[config.mk]
export PLATFORM = sky130hd
export DESIGN_NAME = divider_share_arbiter
export DESIGN_NICKNAME = d
export VERILOG_FILES = /design/src/rtl/divider_share_arbiter.sv
export SDC_FILE = /design/constraint.sdc
export NUM_CORES = 1
export LEC_CHECK = 0
export BUFFER_PORTS_ARGS = -buffer_cell sky130_fd_sc_hd__buf_2
export CAP_MARGIN = 40
export CORE_MARGIN = 2
export CORE_UTILIZATION = 53
export DETAILED_ROUTE_END_ITERATION = 10
export GPL_TIMING_DRIVEN = 0
export PLACE_DENSITY = 0.82
export SLEW_MARGIN = 20
export SYNTH_ARGS = -nofsm -noshare
export SYNTH_HDL_FRONTEND = slang
export SYNTH_SLANG_ARGS = --single-unit
[constraint.sdc]
create_clock -name clk -period 3.5 [get_ports clk]
set_input_delay 0.7 -clock clk [delete_from_list [all_inputs] [get_ports clk]]
set_output_delay 0.7 -clock clk [all_outputs]
set_load 0.01 [all_outputs]
[src/rtl/divider_share_arbiter.sv]
// Round-robin front end that time-shares one 4-bit divider between N_REQ requesters,
// short-circuiting divide-by-zero and aborting operations the divider never finishes.
module divider_share_arbiter #(
   parameter int unsigned N_REQ   = 4,
   parameter int unsigned WIDTH   = 4,
   parameter int unsigned TIMEOUT = 31
) (
   input  logic                     clk,
   input  logic                     rst_n,
   input  logic [N_REQ-1:0]         req,
   input  logic [N_REQ*WIDTH-1:0]   req_dividend,
   input  logic [N_REQ*WIDTH-1:0]   req_divisor,
   output logic [N_REQ-1:0]         done,
   output logic                     err,
   output logic [WIDTH-1:0]         quotient,
   output logic [WIDTH-1:0]         reminder,
   output logic                     busy,
   output logic                     div_start_sig,
   output logic [WIDTH-1:0]         div_dividend,
   output logic [WIDTH-1:0]         div_divisor,
   input  logic                     div_dong_sig,
   input  logic [WIDTH-1:0]         div_quotient,
   input  logic [WIDTH-1:0]         div_reminder
);

   localparam int unsigned IW = (N_REQ > 1) ? $clog2(N_REQ) : 1;
   localparam int unsigned CW = 8;
   localparam logic [CW-1:0] TO_LIM = CW'(TIMEOUT);

   typedef enum logic [1:0] {
      S_IDLE  = 2'd0,
      S_ISSUE = 2'd1,
      S_DONE  = 2'd2
   } state_t;

   state_t          r_state;
   logic [IW-1:0]   r_rr;
   logic [IW-1:0]   r_grant;
   logic [CW-1:0]   r_cnt;
   logic            r_zero;

   logic [IW-1:0]   w_grant;
   logic [IW-1:0]   w_cand;
   logic            w_any;
   logic [WIDTH-1:0] w_dvd;
   logic [WIDTH-1:0] w_dvs;

   // First requester at or above the rr pointer, wrapping; lowest offset wins.
   always_comb begin
      w_grant = '0;
      w_cand  = '0;
      w_any   = |req;
      for (int i = N_REQ - 1; i >= 0; i--) begin
         w_cand = IW'((32'(r_rr) + 32'(i)) % N_REQ);
         if (req[w_cand]) w_grant = w_cand;
      end
   end

   assign w_dvd = req_dividend[32'(w_grant) * WIDTH +: WIDTH];
   assign w_dvs = req_divisor[32'(w_grant) * WIDTH +: WIDTH];

   // Divide-by-zero spends one cycle in ISSUE with the divider left idle, then reports.
   always_ff @(posedge clk) begin
      if (!rst_n) begin
         r_state       <= S_IDLE;
         r_rr          <= '0;
         r_grant       <= '0;
         r_cnt         <= '0;
         r_zero        <= 1'b0;
         done          <= '0;
         err           <= 1'b0;
         quotient      <= '0;
         reminder      <= '0;
         busy          <= 1'b0;
         div_start_sig <= 1'b0;
         div_dividend  <= '0;
         div_divisor   <= '0;
      end else begin
         done <= '0;
         err  <= 1'b0;
         case (r_state)
            S_IDLE: begin
               if (w_any) begin
                  r_grant      <= w_grant;
                  div_dividend <= w_dvd;
                  div_divisor  <= w_dvs;
                  busy         <= 1'b1;
                  r_cnt        <= '0;
                  r_state      <= S_ISSUE;
                  r_zero       <= (w_dvs == '0);
                  div_start_sig <= (w_dvs != '0);
               end
            end
            S_ISSUE: begin
               if (r_zero) begin
                  r_state     <= S_DONE;
                  done[r_grant] <= 1'b1;
                  err         <= 1'b1;
                  quotient    <= '1;
                  reminder    <= div_dividend;
               end else if (div_dong_sig) begin
                  r_state       <= S_DONE;
                  div_start_sig <= 1'b0;
                  done[r_grant] <= 1'b1;
                  err           <= 1'b0;
                  quotient      <= div_quotient;
                  reminder      <= div_reminder;
               end else if ((r_cnt + CW'(1)) == TO_LIM) begin
                  r_state       <= S_DONE;
                  div_start_sig <= 1'b0;
                  done[r_grant] <= 1'b1;
                  err           <= 1'b1;
                  quotient      <= '0;
                  reminder      <= '0;
               end else begin
                  r_cnt <= r_cnt + CW'(1);
               end
            end
            S_DONE: begin
               r_state <= S_IDLE;
               busy    <= 1'b0;
               r_cnt   <= '0;
               r_zero  <= 1'b0;
               r_rr    <= (32'(r_grant) == N_REQ - 1) ? '0 : r_grant + IW'(1);
            end
            default: r_state <= S_IDLE;
         endcase
      end
   end

endmodule

# [Yosys cells after proc, flatten, opt, wreduce, memory -nomap -nowiden]
# Cells that the tools add are included.
[word_totals] mem_bits_ro=0 latch_bits=0 input_bits=47 out_inout_bits=23 reg_bits=38 word_cells=97 n_memories=0 ram_bits=0
[classes] n_eq_ne=10 mux=45 magnitude_cmp=6 bitwise_logic=0 n_reduce_logical=16 n_addsub=5 n_div=0 shift=2 mul=0
[ops] op="4-bit 2-to-1 mux" count=8
[ops] op="8-bit 2-to-1 mux" count=4
[ops] op="16-bit by 5-bit indexed part select with 4-bit output" count=2
[ops] op="8-bit one-hot mux with 3 select lines" count=1
[ops] op="2-bit 2-to-1 mux" count=9
[ops] op="2-bit by 3-bit less-than comparator with 1-bit output, second input constant" count=5
[ops] op="1-bit 2-to-1 mux" count=14
[ops] op="2-bit AND reduction" count=5
[ops] op="8-bit by 1-bit adder with 8-bit output, second input constant" count=1
[ops] op="1-bit binary-select mux with 2-bit select" count=4
[ops] op="8-bit by 5-bit equality test with 1-bit output, second input constant" count=1
[ops] op="2-bit != test, second input constant" count=4
[ops] op="1-bit one-hot mux with 2 select lines" count=3
[ops] op="3-bit nonzero test" count=2
[ops] op="5-bit AND reduction" count=1
[ops] op="2-bit by 1-bit adder with 2-bit output, second input constant" count=2
[ops] op="2-bit adder, second input constant" count=2
[ops] op="2-bit equality test, second input constant" count=2
[ops] op="4-bit zero test" count=1
[ops] op="4-bit != test, second input constant" count=1
[ops] op="2-bit one-hot mux with 2 select lines" count=1
[ops] op="4-bit AND reduction" count=1
[ops] op="2-bit nonzero test" count=2
[ops] op="4-bit nonzero test" count=1
[ops] op="other kinds (7)" count=7

# [Longest topological paths before layout]
# Gate-level depths: netlist of run 1.
[depth] depth_word=11 depth_mapped=10 ltp_nobuf=8

# [Worst setup path after synthesis of run 1]
# OpenSTA, ideal clock, no wires.
[synth_timing] path_type="input -> register" start="input req[2]" end="register r_zero" setup_time_ns=0.115 required_ns=3.385 arrival_ns=2.182 slack_ns=1.202 path_buffers=1 path_stages=8 cell_sequence="mux2i_1 > nor2_1 > nor3_4 > buf_4 > mux2i_1 > mux2_2 > a41o_1 > nor3b_1"
[synth_via] elab_chain_cells=10 word_cells_on_any_way=19 classes_between="eq/ne: 1; shift: 1; mux: 14; reduce/logical: 3"
[synth_rtl] item="start: declaration" line_no="10" text="input logic [N_REQ-1:0] req,"
[synth_rtl] item="1-bit binary-select mux with 2-bit select" line_no="55" text="if (req[w_cand]) w_grant = w_cand;"
[synth_rtl] item="1-bit 2-to-1 mux (implied by the code)" line_no="55"
[synth_rtl] item="2-bit 2-to-1 mux (4 in series)" line_no="55"
[synth_rtl] item="16-bit by 5-bit indexed part select with 4-bit output" line_no="60" text="assign w_dvs = req_divisor[32'(w_grant) * WIDTH +: WIDTH];"
[synth_rtl] item="4-bit zero test" line_no="90" text="r_zero <= (w_dvs == '0);"
[synth_rtl] item="1-bit 2-to-1 mux" line_no="83" text="if (w_any) begin"
[synth_rtl] item="1-bit one-hot mux with 2 select lines" line_no="81" text="case (r_state)"
[synth_rtl] item="end signal: assignment" line_no="90"
[synth_rtl] item="end: declaration" line_no="40" text="logic r_zero;"
# Several ways; a longest one is shown, not always the timed one. The select of a mux whose other input is x is not followed.
# A chain may end at the register's enable or synchronous reset.

# [Worst setup path in the final report of run 1]
[layout_timing] start="register r_cnt[1]" end="register r_cnt[5]"
[layout_via] elab_chain_cells=5 word_cells_on_any_way=8 classes_between="add/sub: 1; eq/ne: 2; mux: 4; reduce/logical: 1"
[layout_rtl] item="start: declaration" line_no="39" text="logic [CW-1:0] r_cnt;"
[layout_rtl] item="start signal: assignment" line_no="116" text="r_cnt <= r_cnt + CW'(1);"
[layout_rtl] item="8-bit by 1-bit adder with 8-bit output (*)" line_no="108, 116"
[layout_rtl] item="branches (longest 4 deep; another with 8-bit by 5-bit equality test with 1-bit output)"
# Mark *: on every way between the ends. The select of a mux whose other input is x is not followed.

==> qor.txt, run 1 <==
Port Buf Inserts -> 69
average size of a mapped cell -> 8.459 um^2
Tot GR Track Use -> 22.60%
routed len/inst -> 12.31 um
Worst Setup End Kind -> flip-flop
register area share after synthesis -> 38.43%
ys flop type -> dfxtp_1
Syn. warnings -> 0
Die ar. -> 0.004239 mm^2
dpl ws -> 893.6 ps
commonest non-fill, non-tap cells in the layout -> buf_2, dfxtp_1, nand2_1
filler cell count -> 331
WP data required -> 3710 ps
H-tree depth -> 2
startpoint type of the worst setup path -> flip-flop
pwr dens -> 405.3 mW/mm^2
relative slew slack -> 45.81%
Tot Pwr -> 999.4 uW
Final HPWL DP -> 3378 um
post_cts resized -> 0
status -> finished, final reports clean
fraction of registers with async set/reset -> 0%
reg-to-reg slack, setup -> 1110 ps
syn nets -> 287
maximum clock insertion buffer count -> 2
Final Skew -> 7.426 ps
GRT Residual Overflow -> 0
remaining antenna violation count after routing -> 0
initial core utilization -> 54.48%
RSZ-0062 raised after global routing -> no
Final period util -> 68.21%
Lkg Pwr -> 1.084 nW
Final Wtd Congestion -> 0.8304
WHS -> 453.2 ps
postcts setup bufs -> 0
Post-DP Area -> 0.002385 mm^2
Mapped Cells -> 234
clk slew on worst S/H paths -> 70 ps
first-pass GRT wire length -> 7596 um
Worst-Margin Slew -> 806.7 ps
Layout area overhead -> 24.59%
fmax -> 418.9 MHz
Detailed Route Iter0 Violations -> 72
Clk Latency, worst-skew pair -> 290 ps
Ports -> 70
DRC violations left -> 0
row cnt -> 22
Hold Fails Final Rpt -> 0
CP arrival -> 2600 ps
setup ws final -> 1113 ps
cts bufs inserted -> 5
#FFs+latches synth -> 38
Hold Path Origin -> div_start_sig$_SDFFE_PN0P_
routed wire length -> 4419 um
Die X -> 65.11 um
vias per cell -> 5.287
commonest non-fill, non-tap cell in the layout -> buf_2
Initial DRT Pass Iterations -> 4
synth unique cells -> 39
antenna violations before repair -> 0
worst-case reg-to-reg path depth -> 9
total negative slack -> 0 ps
post-route cell area -> 0.002466 mm^2
total number of vias -> 1,898
CTS Sinks -> 38
max-cap violations -> 0
antenna fix cells -> 0
CTS tree -> built
Max FO, Critical Path -> 6
largest net degree at the start of global routing -> 11
Synth Cell Area -> 0.001979 mm^2
Root Driver -> clkbuf_8
min cycle time layout -> 2387 ps
Setup Viol. Count Final -> 0
Reg2Reg Launch Point -> r_cnt[1]$_SDFFE_PN0P_
Hold Path Cell Cnt -> 2
nets -> 364
peak supply drop -> 258.5 uV
WHS Endpoint -> div_start_sig$_SDFFE_PN0P_
vias in the first global route -> 1,771
worst setup path class -> reg -> reg
Core ar. -> 0.003633 mm^2
Post-synth EDFFs -> 0
cts hold-fix bufs -> 0
Die H -> 65.11 um
Reg-to-Reg End -> r_cnt[5]$_SDFFE_PN0P_
share of cells above drive strength 1 -> 29.26%
Max Slew Vio Count -> 0
Hold Path Class -> reg -> reg
## critical path, stage by stage (launching register included)
cell and delay [ps]:
dfxtp_1 430, nand3_1 160, or3_4 410, xnor2_1 170
and4_1 250, buf_4 150, nor4_2 60, or3_1 360
buf_2 160, a31oi_1 170
## sequential cells by signal, indices dropped and copies added (netlist names), 2 cells and up
name          flops
quotient          4
div_dividend      4
done              4
r_rr              2
r_state           2
r_cnt             8
r_grant           2
reminder          4
div_divisor       4
## cell families after synthesis
logic type                 Yosys count  share of synthesized area [%]
adders and majority gates            6                          3.793
DFF                                 38                          38.43
xor gates and xnor gates             4                          1.770
and+or+nand+nor                     84                          20.92
muxes                               24                          12.64
AOI/OAI and AO/OA                   55                          17.38
buffers and inverters               23                          5.057
## synth_stat cells (all sizes together) (2+ instances only)
cell type	instances	share of area, %
ha	6	3.8
o21ai	5	1.3
nor2	25	4.7
a22oi	3	1.1
nor3b	3	1.1
o211ai	4	1.5
buf	6	1.8
a21oi	21	5.3
nand2	29	5.5
inv	11	2.1
nor3	5	1.8
and2	4	1.3
a41oi	2	0.89
clkbuf	6	1.1
nor4	3	1.3
nand2b	3	0.95
a211oi	4	1.5
mux2	8	4.6
nand3	3	0.76
xnor2	3	1.3
a31oi	4	1.3
mux2i	16	8.1
dfxtp	38	38
o21a	5	1.9
o22ai	4	1.3
or3	5	1.8
## metal layers
layer	vias to the layer above	share of wire, %	GRT usage, %
met5	-	0	0
met4	0	1.5	8.073
met3	9	4.3	5.479
met2	39	49	39.05
met1	872	45	27.41
li1	978	-	-
## final cells by class
cell class | count | area [um^2] | area share [%]
flip-flops and latches | 38 | 760.7 | 30.85
multi-input cells | 173 | 1119 | 45.36
clock buffers | 7 | 76.32 | 3.095
repair buffers | 70 | 350.3 | 14.21
inverters | 11 | 41.29 | 1.674
well taps | 48 | 60.06 | 2.435
plain buffers | 12 | 58.81 | 2.385
## per-stage QoR
stage          std cells  utilization, %
3_5_place_dp         351           65.63
6_report             359           67.87
3_3_place_gp         351           65.63
4_1_cts              358           67.73
5_1_grt              359           67.87
2_1_floorplan        234               -
## worst max-delay path by stage
stage                                startpoint                          end  depth (start not counted)
after floorplan                          req[2]          r_zero$_SDFFE_PN0P_                          8
after global placement    r_cnt[1]$_SDFFE_PN0P_        r_cnt[4]$_SDFFE_PN0P_                          8
after detailed placement                 req[2]  div_divisor[1]$_SDFFE_PN0P_                          7
after CTS                 r_cnt[3]$_SDFFE_PN0P_        r_cnt[3]$_SDFFE_PN0P_                          8
after global routing      r_cnt[3]$_SDFFE_PN0P_        r_cnt[3]$_SDFFE_PN0P_                          9
final                     r_cnt[1]$_SDFFE_PN0P_        r_cnt[5]$_SDFFE_PN0P_                          9
## power breakdown
part	internal (mW)	total, mW	switching [mW]
clock	0.137	0.280	0.142
sequential	0.464	0.484	0.0196
combinational	0.108	0.236	0.128
total	0.710	0.999	0.290
Power figures use the tool's default switching activity.
==> run 2: changes to the inputs <==
--- a/config.mk
+++ b/config.mk
@@ -5,13 +5,14 @@
 export SDC_FILE = /design/constraint.sdc
 export NUM_CORES = 1
 export LEC_CHECK = 0
+export ABC_AREA = 1
 export BUFFER_PORTS_ARGS = -buffer_cell sky130_fd_sc_hd__buf_2
 export CAP_MARGIN = 40
 export CORE_MARGIN = 2
-export CORE_UTILIZATION = 53
+export CORE_UTILIZATION = 51
 export DETAILED_ROUTE_END_ITERATION = 10
 export GPL_TIMING_DRIVEN = 0
-export PLACE_DENSITY = 0.82
+export PLACE_DENSITY = 0.78
 export SLEW_MARGIN = 20
 export SYNTH_ARGS = -nofsm -noshare
 export SYNTH_HDL_FRONTEND = slang
==> constraint.sdc (replaced) <==
create_clock -name clk -period 2.2 [get_ports clk]
set_input_delay 0.44 -clock clk [delete_from_list [all_inputs] [get_ports clk]]
set_output_delay 0.44 -clock clk [all_outputs]
set_load 0.01 [all_outputs]
==> run 2 against run 1 <==
- combinational power is 140% higher
- synthesized area is 14% higher
- fmax is 21% higher
- clock skew is 0.93 ps higher
- power is 110% higher
- sequential cell count stayed put
- largest power group unchanged
==> qor.txt, run 2 <==
Layout area overhead -> 25.04%
Final period util -> 89.32%
GRT met1 Usage -> 28.49%
total negative slack -> 0 ps
Core ar. -> 0.004324 mm^2
Die ar. -> 0.004977 mm^2
peak supply drop -> 378.7 uV
postcts setup bufs -> 0
Port Buf Inserts -> 69
H-tree depth -> 2
Ports -> 70
antenna violations before repair -> 0
Worst Setup End Kind -> flip-flop
Setup Viol. Count Final -> 0
initial core utilization -> 52.23%
Clk Latency, worst-skew pair -> 300 ps
Initial DRT Pass Iterations -> 4
max-cap violations -> 0
top cells by count, synth -> nand2_1, inv_1, dfxtp_1, nor2_1, nand3_1
filler cell count -> 409
remaining antenna violation count after routing -> 0
Die X -> 70.55 um
met3 usage -> 3.419%
Final Wtd Congestion -> 0.8364
average size of a mapped cell -> 6.844 um^2
Tot GR Track Use -> 21.80%
synth unique cells -> 36
cts bufs inserted -> 5
fraction of registers with async set/reset -> 0%
worst setup path class -> reg -> reg
Max Slew Vio Count -> 0
status -> finished, final reports clean
routed len/inst -> 11.15 um
first-pass GRT wire length -> 8914 um
startpoint type of the worst setup path -> flip-flop
pwr dens -> 745.6 mW/mm^2
CTS Sinks -> 38
count leader, synth -> nand2_1
dpl cells -> 451
Syn. warnings -> 0
clk slew on worst S/H paths -> 80 ps
WP data required -> 2390 ps
Final Skew -> 8.357 ps
Hold Path Class -> in -> reg
Lkg Pwr -> 1.472 nW
Post-Layout Cell Count -> 459
CP arrival -> 2160 ps
Root Driver -> clkbuf_8
RSZ-0062 raised after global routing -> no
vias in the first global route -> 2,115
routed wire length -> 5119 um
Final HPWL DP -> 3976 um
antenna fix cells -> 0
Synth Cell Area -> 0.002258 mm^2
Largest Register -> r_cnt
maximum clock insertion buffer count -> 2
Mapped Cells -> 330
ys flop type -> dfxtp_1
Die H -> 70.55 um
Post-synth EDFFs -> 0
row cnt -> 24
fmax -> 508.9 MHz
#FFs+latches synth -> 38
commonest non-fill, non-tap cells in the layout -> buf_2, nand2_1, inv_1
cts hold-fix bufs -> 0
nets -> 459
total number of vias -> 2,305
post-synth top area share -> 33.68%
commonest non-fill, non-tap cell in the layout -> buf_2
top cells by area, synth -> dfxtp_1, nand2_1, inv_1, nand3_1, nor2_1
Post-DP Area -> 0.002669 mm^2
CTS tree -> built
GR Util met2 -> 37.21%
register area share after synthesis -> 33.68%
Detailed Route Iter0 Violations -> 125
post-route cell area -> 0.002824 mm^2
share of cells above drive strength 1 -> 25.80%
Top Usage Layer GRT -> met2
min cycle time layout -> 1965 ps
cell taking the most area after synthesis -> dfxtp_1
Worst-Margin Slew -> 496.1 ps
DRC violations left -> 0
Max FO, Critical Path -> 10
Largest register FFs -> 8
relative slew slack -> 66.93%
GRT Residual Overflow -> 0
largest net degree at the start of global routing -> 13
Hold Fails Final Rpt -> 0
vias per cell -> 5.022
syn nets -> 383
[run 2: cell count changes in the layout (fill, tap and decap cells not counted), moves of 4 or more]
| cell | before | now |
|---|---|---|
| o211ai_1 | 4 | 0 |
| o21a_1 | 5 | 0 |
| or3_1 | 4 | 0 |
| o21ai_1 | 0 | 6 |
| nand2_1 | 29 | 62 |
| a31oi_1 | 4 | 0 |
| mux2i_1 | 16 | 0 |
| nor2_1 | 25 | 38 |
| and2_1 | 4 | 0 |
| inv_1 | 11 | 48 |
| mux2_2 | 8 | 0 |
| o21ai_0 | 5 | 24 |
| nand3_1 | 3 | 33 |
| nand3b_1 | 1 | 6 |
[run 2: repair_timing]
| action | CTS | global route |
|---|---|---|
| gates resized for setup | 0 | 4 |
| hold endpoints to repair | 0 | 0 |
| setup endpoints to repair | 0 | 13 |
[run 2: metrics by stage]
step           utilization (%)  total power [mW]  hold slack [ps]  setup WS [ps]
6_report                 65.31             2.106            435.4          234.9
5_1_grt                  65.31             2.234            447.2          6.008
4_1_cts                  65.02             2.115            426.5          137.7
3_5_place_dp             61.72             1.376            453.0          48.97
3_3_place_gp             61.72             1.367            447.8          93.53
2_1_floorplan                -             1.204            470.1          358.3
[run 2: cells by family (layout without fill, tap and decap cells)]
group	count (synthesis)	after routing	synth area share, %
buf+inv	61	138	11.14
flops	38	38	33.68
compound gates	61	61	15.13
xor+xnor	5	5	2.272
simple gates	159	159	34.46
fa+ha+maj	6	6	3.324
[run 2: layout make-up]
class / count / area (um^2) / share of cell area (%)
multi-input combinational: 231 / 1256 / 44.48
sequential: 38 / 763.2 / 27.03
timing repair buffer: 69 / 345.3 / 12.23
inverter: 52 / 197.7 / 7.000
clock buffer: 6 / 82.58 / 2.924
tap: 52 / 65.06 / 2.304
clock inverter: 2 / 60.06 / 2.127
buffer: 9 / 53.80 / 1.905
[run 2: worst max-delay path, stage by stage, from the launching register on]
cell and delay [ps]:
dfxtp_2 370, ha_1 210, nand3_2 100, nand3b_1 220, xnor2_2 180, nor2_2 130
nand3_4 130, nand3_4 120, nand2_2 80, buf_6 160, o21ai_1 120, a21oi_1 50
[run 2: path summary, 6_finish.rpt]
check / startpoint / end / slack, ps / cells past startpoint
min: div_reminder[1] / reminder[1]$_SDFFE_PN0P_ / 440 / 3
max: r_cnt[1]$_SDFFE_PN0P_ / r_cnt[5]$_SDFFE_PN0P_ / 230 / 11
max reg2reg: r_cnt[1]$_SDFFE_PN0P_ / r_cnt[5]$_SDFFE_PN0P_ / 230 / 11
min reg2reg: quotient[1]$_SDFFE_PN0P_ / quotient[1]$_SDFFE_PN0P_ / 460 / 2
[run 2: report_power, final]
| group | leakage [nW] | switching, mW | internal [mW] |
|---|---|---|---|
| combinational | 1.09 | 0.341 | 0.218 |
| clock | 0.0714 | 0.255 | 0.484 |
| sequential | 0.313 | 0.0506 | 0.757 |
| total | 1.47 | 0.647 | 1.46 |
[run 2: per-layer routing]
metal / share of wire [%] / routed length, um / vias to the layer above
met5: 0 / 0 / -
met4: 1.6 / 80 / 0
met3: 5.2 / 264 / 7
met2: 45 / 2325 / 67
met1: 48 / 2449 / 1014
li1: - / - / 1217
==> run 3: changes to the inputs <==
--- a/config.mk
+++ b/config.mk
@@ -8,7 +8,7 @@
 export ABC_AREA = 1
 export BUFFER_PORTS_ARGS = -buffer_cell sky130_fd_sc_hd__buf_2
 export CAP_MARGIN = 40
-export CORE_MARGIN = 2
+export CORE_MARGIN = 5
 export CORE_UTILIZATION = 51
 export DETAILED_ROUTE_END_ITERATION = 10
 export GPL_TIMING_DRIVEN = 0
==> run 3 against run 2 <==
- global-route usage fell by 2.8 points
- combinational power rose by 0.9%
- first-iteration DRC count fell by 25%
- via count rose by 1.2%
- critical path type unchanged
- largest power group unchanged
==> qor.txt, run 3 (same netlist as run 2, synthesis figures left out) <==
most frequent CP cell -> nand3_4
status -> finished, final reports clean
post_cts resized -> 0
CTS Sinks -> 38
Tot GR Track Use -> 19.00%
Final Skew -> 4.504 ps
antenna fix cells -> 0
cts hold-fix bufs -> 0
reg-to-reg slack, setup -> 210 ps
Final period util -> 90.61%
filler cell count -> 408
Largest stage delay, worst path -> 370 ps
pwr dens -> 674.3 mW/mm^2
Lkg Pwr -> 1.449 nW
Final HPWL DP -> 4235 um
total negative slack -> 0 ps
postcts setup bufs -> 0
maximum clock insertion buffer count -> 2
Port Buf Inserts -> 69
Clk Latency, worst-skew pair -> 290 ps
Post-DP Area -> 0.002669 mm^2
max-cap violations -> 0
GRT Residual Overflow -> 0
antenna violations before repair -> 0
startpoint type of the worst setup path -> flip-flop
row cnt -> 24
H-tree depth -> 2
initial core utilization -> 52.23%
Max Slew Vio Count -> 0
Worst-Margin Slew -> 514.7 ps
critical path's slowest cell -> dfxtp_2
multi-input combinational cell area -> 0.001251 mm^2
WHS -> 437.6 ps
worst setup path class -> reg -> reg
CP arrival -> 2180 ps
total number of vias -> 2,333
critical path depth in cells -> 11
DRC violations left -> 0
fmax -> 501.7 MHz
Setup Viol. Count Final -> 0
post-route cell area -> 0.002768 mm^2
clk slew on worst S/H paths -> 70 ps
Initial DRT Pass Iterations -> 4
Final Wtd Congestion -> 0.8512
commonest non-fill, non-tap cells in the layout -> buf_2, nand2_1, inv_1
nets -> 459
crit path capture -> r_cnt[1]$_SDFFE_PN0P_
setup ws final -> 206.7 ps
relative slew slack -> 65.56%
Layout area overhead -> 22.55%
WP data required -> 2390 ps
Worst Setup End Kind -> flip-flop
vias per cell -> 5.083
Die X -> 76.55 um
RSZ-0062 raised after global routing -> no
sequential cell area -> 763.2 um^2
Core ar. -> 0.004324 mm^2
worst-case reg-to-reg path depth -> 11
Largest Register -> r_cnt
Root Driver -> clkbuf_8
remaining antenna violation count after routing -> 0
peak supply drop -> 411.9 uV
CTS tree -> built
Max FO, Critical Path -> 10
Top delay family on crit path -> simple AND/OR/NAND/NOR gates
Hold Fails Final Rpt -> 0
crit path from -> r_cnt[1]$_SDFFE_PN0P_
Die H -> 76.55 um
commonest non-fill, non-tap cell in the layout -> buf_2
routed wire length -> 5371 um
share of cells above drive strength 1 -> 25.31%
min cycle time layout -> 1993 ps
crit path cell chain -> ha_1 -> nand3_1 -> nand3b_1 -> xnor2_2 -> nor2_2 -> nand3_4 -> nand3_4 -> nand2_2 -> buf_6 -> o21ai_1 -> a21oi_1
dpl ws -> 52.17 ps
Detailed Route Iter0 Violations -> 94
Largest register FFs -> 8
Reg2Reg Launch Point -> r_cnt[1]$_SDFFE_PN0P_
routed len/inst -> 11.70 um
Reg-to-Reg End -> r_cnt[1]$_SDFFE_PN0P_
Ports -> 70
first-pass GRT wire length -> 9363 um
largest net degree at the start of global routing -> 12
Die ar. -> 0.005859 mm^2
cts bufs inserted -> 5
Hold Path Class -> in -> reg
CP Buf/Inv Count -> 1
final core utilization -> 64.00%
vias in the first global route -> 2,148
[run 3: worst min-delay path by stage]
stage,slack (ps),endpoint,cells after the start,startpoint
2_1_floorplan,470,r_cnt[7]$_SDFFE_PN0P_,2,r_cnt[7]$_SDFFE_PN0P_
3_3_place_gp,450,quotient[1]$_SDFFE_PN0P_,2,quotient[1]$_SDFFE_PN0P_
3_5_place_dp,450,quotient[1]$_SDFFE_PN0P_,2,quotient[1]$_SDFFE_PN0P_
4_1_cts,430,reminder[1]$_SDFFE_PN0P_,3,div_reminder[1]
5_1_grt,450,reminder[1]$_SDFFE_PN0P_,3,div_reminder[1]
6_report,440,reminder[1]$_SDFFE_PN0P_,3,div_reminder[1]
[run 3: layout make-up]
class                      count  share of cell area (%)
sequential                    38                   27.58
buffer                         9                   1.944
timing repair buffer          69                   12.48
tap                           52                   2.351
clock buffer                   7                   3.119
multi-input combinational    231                   45.21
inverter                      52                   7.143
clock inverter                 1                  0.1808
[run 3: metal layers]
layer	GRT usage, %	routed length, um
met1	23.77	2420
met2	30.31	2525
met3	4.728	290
met4	9.091	133
met5	0	0
[run 3: report_power, final]
group	leakage [nW]	switching [mW]	internal, mW	total, mW
clock	0.0482	0.242	0.253	0.495
combinational	1.09	0.346	0.218	0.564
sequential	0.313	0.0504	0.757	0.808
[run 3: stage by stage]
step | power (mW) | std cells
6_report | 1.866 | 459
2_1_floorplan | 1.204 | 330
3_3_place_gp | 1.367 | 451
5_1_grt | 2.005 | 459
4_1_cts | 1.880 | 459
3_5_place_dp | 1.381 | 451
[run 3: worst reg2reg max path: stages, from the launching register on]
cell	delay [ps]
dfxtp_2	370
ha_1	190
nand3_1	120
nand3b_1	230
xnor2_2	170
nor2_2	150
nand3_4	140
nand3_4	120
nand2_2	80
buf_6	160
o21ai_1	120
a21oi_1	50
